<file path="src/rtl/ofdm_rx_frame_ctrl.sv">
// Frame-level sequencer for the OFDM RX chain: datapath init, frame search,
// symbol/bit tracking, frame completion and stall timeout detection.
module ofdm_rx_frame_ctrl #(
    parameter int raw_symbol_length_g = 160,
    parameter int symbols_per_frame_g = 12,
    parameter int search_timeout_g    = 100000,
    parameter int rcv_timeout_g       = 2000
) (
    input  logic       sys_clk,
    input  logic       sys_rst,
    input  logic       sys_init,
    input  logic       rx_data_valid,
    input  logic       coarse_found,
    input  logic       rx_symbols_start,
    input  logic       rx_rcv_data_valid,
    output logic       chain_init,
    output logic       search_en,
    output logic       rcv_en,
    output logic [7:0] symbol_cnt,
    output logic       frame_done,
    output logic       align_err,
    output logic       timeout_err,
    output logic       busy
);

    localparam int tmo_max_c = (search_timeout_g > rcv_timeout_g) ? search_timeout_g : rcv_timeout_g;
    localparam int tmo_w_c   = $clog2(tmo_max_c + 1);
    localparam int bit_w_c   = $clog2(raw_symbol_length_g);

    localparam logic [tmo_w_c-1:0] search_last_c = tmo_w_c'(search_timeout_g - 1);
    localparam logic [tmo_w_c-1:0] rcv_last_c    = tmo_w_c'(rcv_timeout_g - 1);
    localparam logic [bit_w_c-1:0] bit_last_c    = bit_w_c'(raw_symbol_length_g - 2);
    localparam logic [bit_w_c-1:0] bit_step_c    = bit_w_c'(2);
    localparam logic [7:0]         sym_last_c    = 8'(symbols_per_frame_g - 1);

    typedef enum logic [2:0] {
        IDLE,
        INIT,
        SEARCH,
        WAIT_SYM,
        RECEIVE,
        DONE,
        FAIL
    } state_t;

    state_t             state;
    state_t             next_state;
    logic [bit_w_c-1:0] bit_cnt;
    logic [bit_w_c-1:0] bit_cnt_next;
    logic [tmo_w_c-1:0] tmo_cnt;
    logic [tmo_w_c-1:0] tmo_cnt_next;
    logic [7:0]         symbol_cnt_next;
    logic               align_err_next;
    logic               timeout_err_next;
    logic               chain_init_next;
    logic               search_en_next;
    logic               rcv_en_next;
    logic               frame_done_next;
    logic               busy_next;

    always_ff @(posedge sys_clk or posedge sys_rst) begin
        if (sys_rst) begin
            state       <= IDLE;
            bit_cnt     <= '0;
            tmo_cnt     <= '0;
            symbol_cnt  <= '0;
            align_err   <= 1'b0;
            timeout_err <= 1'b0;
            chain_init  <= 1'b0;
            search_en   <= 1'b0;
            rcv_en      <= 1'b0;
            frame_done  <= 1'b0;
            busy        <= 1'b0;
        end else begin
            state       <= next_state;
            bit_cnt     <= bit_cnt_next;
            tmo_cnt     <= tmo_cnt_next;
            symbol_cnt  <= symbol_cnt_next;
            align_err   <= align_err_next;
            timeout_err <= timeout_err_next;
            chain_init  <= chain_init_next;
            search_en   <= search_en_next;
            rcv_en      <= rcv_en_next;
            frame_done  <= frame_done_next;
            busy        <= busy_next;
        end
    end

    // A symbol wrap takes precedence over a misaligned symbol start, and a
    // received bit always rescues the cycle in which the stall limit is hit.
    always_comb begin
        next_state       = state;
        bit_cnt_next     = bit_cnt;
        tmo_cnt_next     = tmo_cnt;
        symbol_cnt_next  = symbol_cnt;
        align_err_next   = 1'b0;
        timeout_err_next = timeout_err;
        if (sys_init) begin
            next_state       = INIT;
            bit_cnt_next     = '0;
            tmo_cnt_next     = '0;
            symbol_cnt_next  = '0;
            timeout_err_next = 1'b0;
        end else begin
            case (state)
                INIT: next_state = SEARCH;
                SEARCH: begin
                    if (coarse_found) begin
                        next_state   = WAIT_SYM;
                        tmo_cnt_next = '0;
                    end else if (rx_data_valid) begin
                        tmo_cnt_next = tmo_cnt + 1'b1;
                        if (tmo_cnt == search_last_c) next_state = FAIL;
                    end
                end
                WAIT_SYM: begin
                    if (rx_symbols_start) begin
                        next_state   = RECEIVE;
                        bit_cnt_next = '0;
                        tmo_cnt_next = '0;
                    end else if (rx_data_valid) begin
                        tmo_cnt_next = tmo_cnt + 1'b1;
                        if (tmo_cnt == search_last_c) next_state = FAIL;
                    end
                end
                RECEIVE: begin
                    if (rx_rcv_data_valid) begin
                        tmo_cnt_next = '0;
                    end else if (rx_data_valid) begin
                        tmo_cnt_next = tmo_cnt + 1'b1;
                        if (tmo_cnt == rcv_last_c) next_state = FAIL;
                    end
                    if (rx_rcv_data_valid && (bit_cnt == bit_last_c)) begin
                        bit_cnt_next    = '0;
                        symbol_cnt_next = symbol_cnt + 8'd1;
                        if (symbol_cnt == sym_last_c) next_state = DONE;
                    end else if (rx_symbols_start && (bit_cnt != '0)) begin
                        align_err_next = 1'b1;
                        bit_cnt_next   = '0;
                    end else if (rx_rcv_data_valid) begin
                        bit_cnt_next = bit_cnt + bit_step_c;
                    end
                end
                DONE, FAIL: next_state = IDLE;
                default: ;
            endcase
            if (next_state == FAIL) timeout_err_next = 1'b1;
        end
    end

    always_comb begin
        chain_init_next = (next_state == INIT);
        search_en_next  = (next_state == SEARCH);
        rcv_en_next     = (next_state == RECEIVE);
        frame_done_next = (next_state == DONE);
        busy_next       = (next_state != IDLE);
    end

endmodule

</file>
<file path="config.mk">
export PLATFORM = sky130hd
export DESIGN_NAME = ofdm_rx_frame_ctrl
export DESIGN_NICKNAME = d
export VERILOG_FILES = /design/src/rtl/ofdm_rx_frame_ctrl.sv
export SDC_FILE = /design/constraint.sdc
export NUM_CORES = 1
export LEC_CHECK = 0
export CAP_MARGIN = 30
export CORE_MARGIN = 3
export CORE_UTILIZATION = 51
export CTS_BUF_LIST = sky130_fd_sc_hd__clkbuf_16
export DETAILED_ROUTE_END_ITERATION = 6
export PLACE_DENSITY = 0.82
export SLEW_MARGIN = 20
export SYNTH_ARGS = -nofsm -noshare
export SYNTH_HDL_FRONTEND = slang
export SYNTH_SLANG_ARGS = --single-unit
</file>
<file path="constraint.sdc">
create_clock -name sys_clk -period 2.3 [get_ports sys_clk]
set_clock_uncertainty 0.05 [all_clocks]
set_input_delay 0.46 -clock sys_clk [delete_from_list [all_inputs] [get_ports sys_clk]]
set_output_delay 0.46 -clock sys_clk [all_outputs]
set_load 0.03 [all_outputs]
</file>
==> flow_summary.json, run 1 <==
{
  "status": "complete, no violations",
  "grt_usage_pct": 21.4,
  "power_density_nw_per_um2": 554,
  "fmax_mhz": 455,
  "viasPerCell": 5.74,
  "start_util_pct": 55.1,
  "grt_overflow": 0,
  "fin_cells": 346,
  "synth_edf_count": 0,
  "rows": 23,
  "min_period_over_period_pct": 95.5,
  "drtIter0Drc": 134,
  "die_w_um": 73.1,
  "cap_violations": 0,
  "dr.pass1.iters": 4,
  "drt-wirelength-per-cell_um": 15.0,
  "die_area_sq_um": 5350,
  "fin_util_pct": 70.6,
  "cts_root_buf": "clkbuf_16",
  "relSlewSlack_pct": 65.5,
  "synthTopCellsByArea": "dfrtp_1 (46%), xnor2_1 (5.3%), nor2_1 (5.1%)",
  "place.gp.congestion": 0.823,
  "combPwrFrac_pct": 13.8,
  "reg2reg_setup_slack_ns": 0.12,
  "reg2reg_depth": 5,
  "p_seq_share_pct": 47.2,
  "ys.flop_type": "dfrtp_1",
  "dp_hpwl_mm": 3.71,
  "async_flop_share_pct": 100,
  "grt_max_degree": 43,
  "synth_top_area_cell": "dfrtp_1",
  "yosysTopAreaCellShare_pct": 45.8,
  "min-delay-start": "timeout_err",
  "antenna_found_initial": 0,
  "die_y_um": 73.1,
  "ctsHtreeMaxLevel": 2,
  "routed_wl_mm": 5.18,
  "portBuffers": 21,
  "cts.path.max_buffers": 2,
  "netSwitchingFraction_pct": 23.8,
  "antenna_cells": 0,
  "grt_setup_unrepaired": "true",
  "p_int_mw": 1.24,
  "peakVddDrop_v": 0.000405,
  "period_needed_ns": 2.20,
  "synth_seq_area_share_pct": 45.8,
  "clkLatencyLatePin_ns": 0.28,
  "cts.reportedPaths.clkPinSlew_ns": 0.06,
  "core_sq_um": 4170,
  "nFillCells": 306,
  "post_dp_cell_area_sq_um": 2780,
  "slowest_stage": "or4_1",
  "clock_power_share_pct": 39.0,
  "p_leak_nw": 1.29,
  "area.growth.synth_to_final_pct": 28.2,
  "hold_end": "timeout_err",
  "synth_cells": 244,
  "antenna_left": 0,
  "switchingPower_uw": 387,
  "finalSetupViolCount": 0,
  "slowest_delay_ns": 0.58,
  "r2r_end": "search_en",
  "worstSetupStartpointType": "input port",
  "p_total_mw": 1.63,
  "layout-drive-gt1-share_pct": 16.6,
  "ios": 22,
  "worstMarginPinSlew_ns": 0.517,
  "synth_seq_cells": 42,
  "endpoint_kind": "flop",
  "hold_path_depth": 2,
  "yosysWarnings": 0,
  "crit_type": "input port to flop",
  "worst-path-max-fanout": 4,
  "slew_viol_final": 0,
  "crit_arrival_ns": 2.35,
  "worstPathCellList": "clkdlybuf4s50_1, nand4bb_1, nor2_1, or4_1, or4_4, o211ai_2",
  "grt_pass1_vias": 2019,
  "worstPathRequired_ns": 2.46,
  "clock_sinks": 42,
  "yosysUniqueCellTypes": 51,
  "post_cts_buffers": 0,
  "numCtsBuffers": 5,
  "drc": 0,
  "post-place-cells": 339,
  "postLayoutCellArea_sq_um": 2940,
  "avgSynthCellArea_sq_um": 9.41,
  "setup_ws_ns": 0.104,
  "tritoncts": "done",
  "timing.rr.start": "tmo_cnt[16]",
  "min_path_type": "flop to flop",
  "place_ws_ns": -0.252,
  "syn_area_sq_um": 2300,
  "grt_pass1_wl_mm": 9.00,
  "syn-num-nets": 254,
  "via_count": 1987,
  "hold_viol": 0,
  "final_nets": 307
}
-- critical path, delay by kind of cell --
family	cells	cell delay, ns
and+or+nand+nor	4	1.30
buffers and inverters	1	0.53
AOI/OAI and AO/OA	1	0.07
-- registers in the layout, indices dropped and copies added, names as in the netlist --
name         cells
symbol_cnt       8
frame_done       1
align_err        1
state            3
bit_cnt          7
timeout_err      1
rcv_en           1
search_en        1
busy             1
tmo_cnt         17
chain_init       1
-- per-stage QoR --
stage	setup TNS [ns]	hold slack, ns
finish	0	0.493
global route	-0.00834	0.528
CTS	0	0.499
detailed placement	-4.40	0.480
global placement	-3.61	0.474
floorplan	0	0.439
-- power groups by stage --
stage | Sequential, mW | Combinational, mW | Clock, mW
2_1_floorplan | 0.795 | 0.115 | 0
3_3_place_gp | 0.781 | 0.213 | 0
3_5_place_dp | 0.782 | 0.217 | 0
4_1_cts | 0.769 | 0.219 | 0.641
5_1_grt | 0.771 | 0.249 | 0.686
6_report | 0.769 | 0.225 | 0.636
-- logic make-up after synthesis --
kind of cell	after synthesis	synth area share, %
xor gates and xnor gates	21	8.01
buffers and inverters	21	3.87
DFF	42	45.8
adders and majority gates	3	1.63
and+or+nand+nor	118	27.6
muxes	3	1.36
AOI/OAI and AO/OA	36	11.8
-- repair_timing --
| action | in CTS | in global routing |
|---|---|---|
| endpoints found under the hold margin | 0 | 0 |
| hold buffers | 0 | 0 |
| pin swaps | 0 | 1 |
| gates resized for setup | 1 | 5 |
| setup endpoints to repair | 1 | 1 |
-- final cells by class --
class                   count  area [sq um]  share of cell area [%]
clock inverters             1          3.75                   0.127
multi-input cells         181          1190                    40.5
repair buffers             55           465                    15.8
flip-flops and latches     42          1050                    35.7
clock buffers               5           125                    4.25
inverters                  12          45.0                    1.53
well taps                  50          62.6                    2.12
-- cell usage after synthesis, drive strengths merged, types with 2 or more instances --
| master | count |
|---|---|
| xnor2 | 14 |
| o211ai | 2 |
| dfrtp | 42 |
| nand3 | 6 |
| or4 | 4 |
| nor2b | 6 |
| o32a | 2 |
| nor2 | 31 |
| nand4 | 5 |
| clkbuf | 6 |
| a211oi | 2 |
| a21oi | 2 |
| and3 | 9 |
| nor4b | 2 |
| ha | 3 |
| o21bai | 2 |
| and2 | 2 |
| and4b | 2 |
| buf | 3 |
| a22o | 5 |
| inv | 12 |
| nor4 | 12 |
| nor3 | 9 |
| xor2 | 7 |
| or4b | 2 |
| nand2b | 2 |
| nand2 | 19 |
| o31ai | 3 |
| o21ai | 8 |
| mux2i | 2 |
-- worst max path at each step --
stage	start	end	cells after the start
6_report	rx_rcv_data_valid	bit_cnt[4]	6
4_1_cts	tmo_cnt[16]	search_en	5
3_3_place_gp	coarse_found	tmo_cnt[11]	6
3_5_place_dp	coarse_found	tmo_cnt[11]	6
5_1_grt	rx_rcv_data_valid	bit_cnt[3]	7
2_1_floorplan	state[0]	bit_cnt[4]	7
-- layout by cell type (no fill, tap or decap), types with 2 or more instances in the layout --
cell             instances
nand3_1                  6
o31ai_1                  3
nor3_1                   9
o32a_1                   2
and4b_1                  2
a211oi_1                 2
xnor2_1                 14
mux2i_1                  2
inv_1                   12
nand4_1                  5
buf_4                   34
nand2b_1                 2
dfrtp_1                 42
and2_1                   2
nor2b_1                  6
clkdlybuf4s50_1         21
a21oi_1                  2
o21ai_0                  8
and3_1                   9
o21bai_1                 2
nor4b_1                  2
or4_1                    3
nor4_1                  11
nor2_1                  30
ha_1                     3
clkbuf_16                5
a22o_1                   5
nand2_1                 19
xor2_1                   7
-- routing by layer --
layer | GRT usage, % | vias to the layer above | routed length [um]
met2 | 35.1 | 45 | 2570
met5 | 0 | - | 0
li1 | - | 981 | -
met1 | 27.9 | 957 | 2350
met3 | 5.37 | 4 | 230
met4 | 5.94 | 0 | 34
No activity file was read; power rests on OpenSTA's default activity.
==> inputs of run 2 (changes only) <==
CTS_CLUSTER_DIAMETER = 100   (was unset)
==> results of run 2 <==
No change in the layout: final DEF, timing and power equal those of run 1.
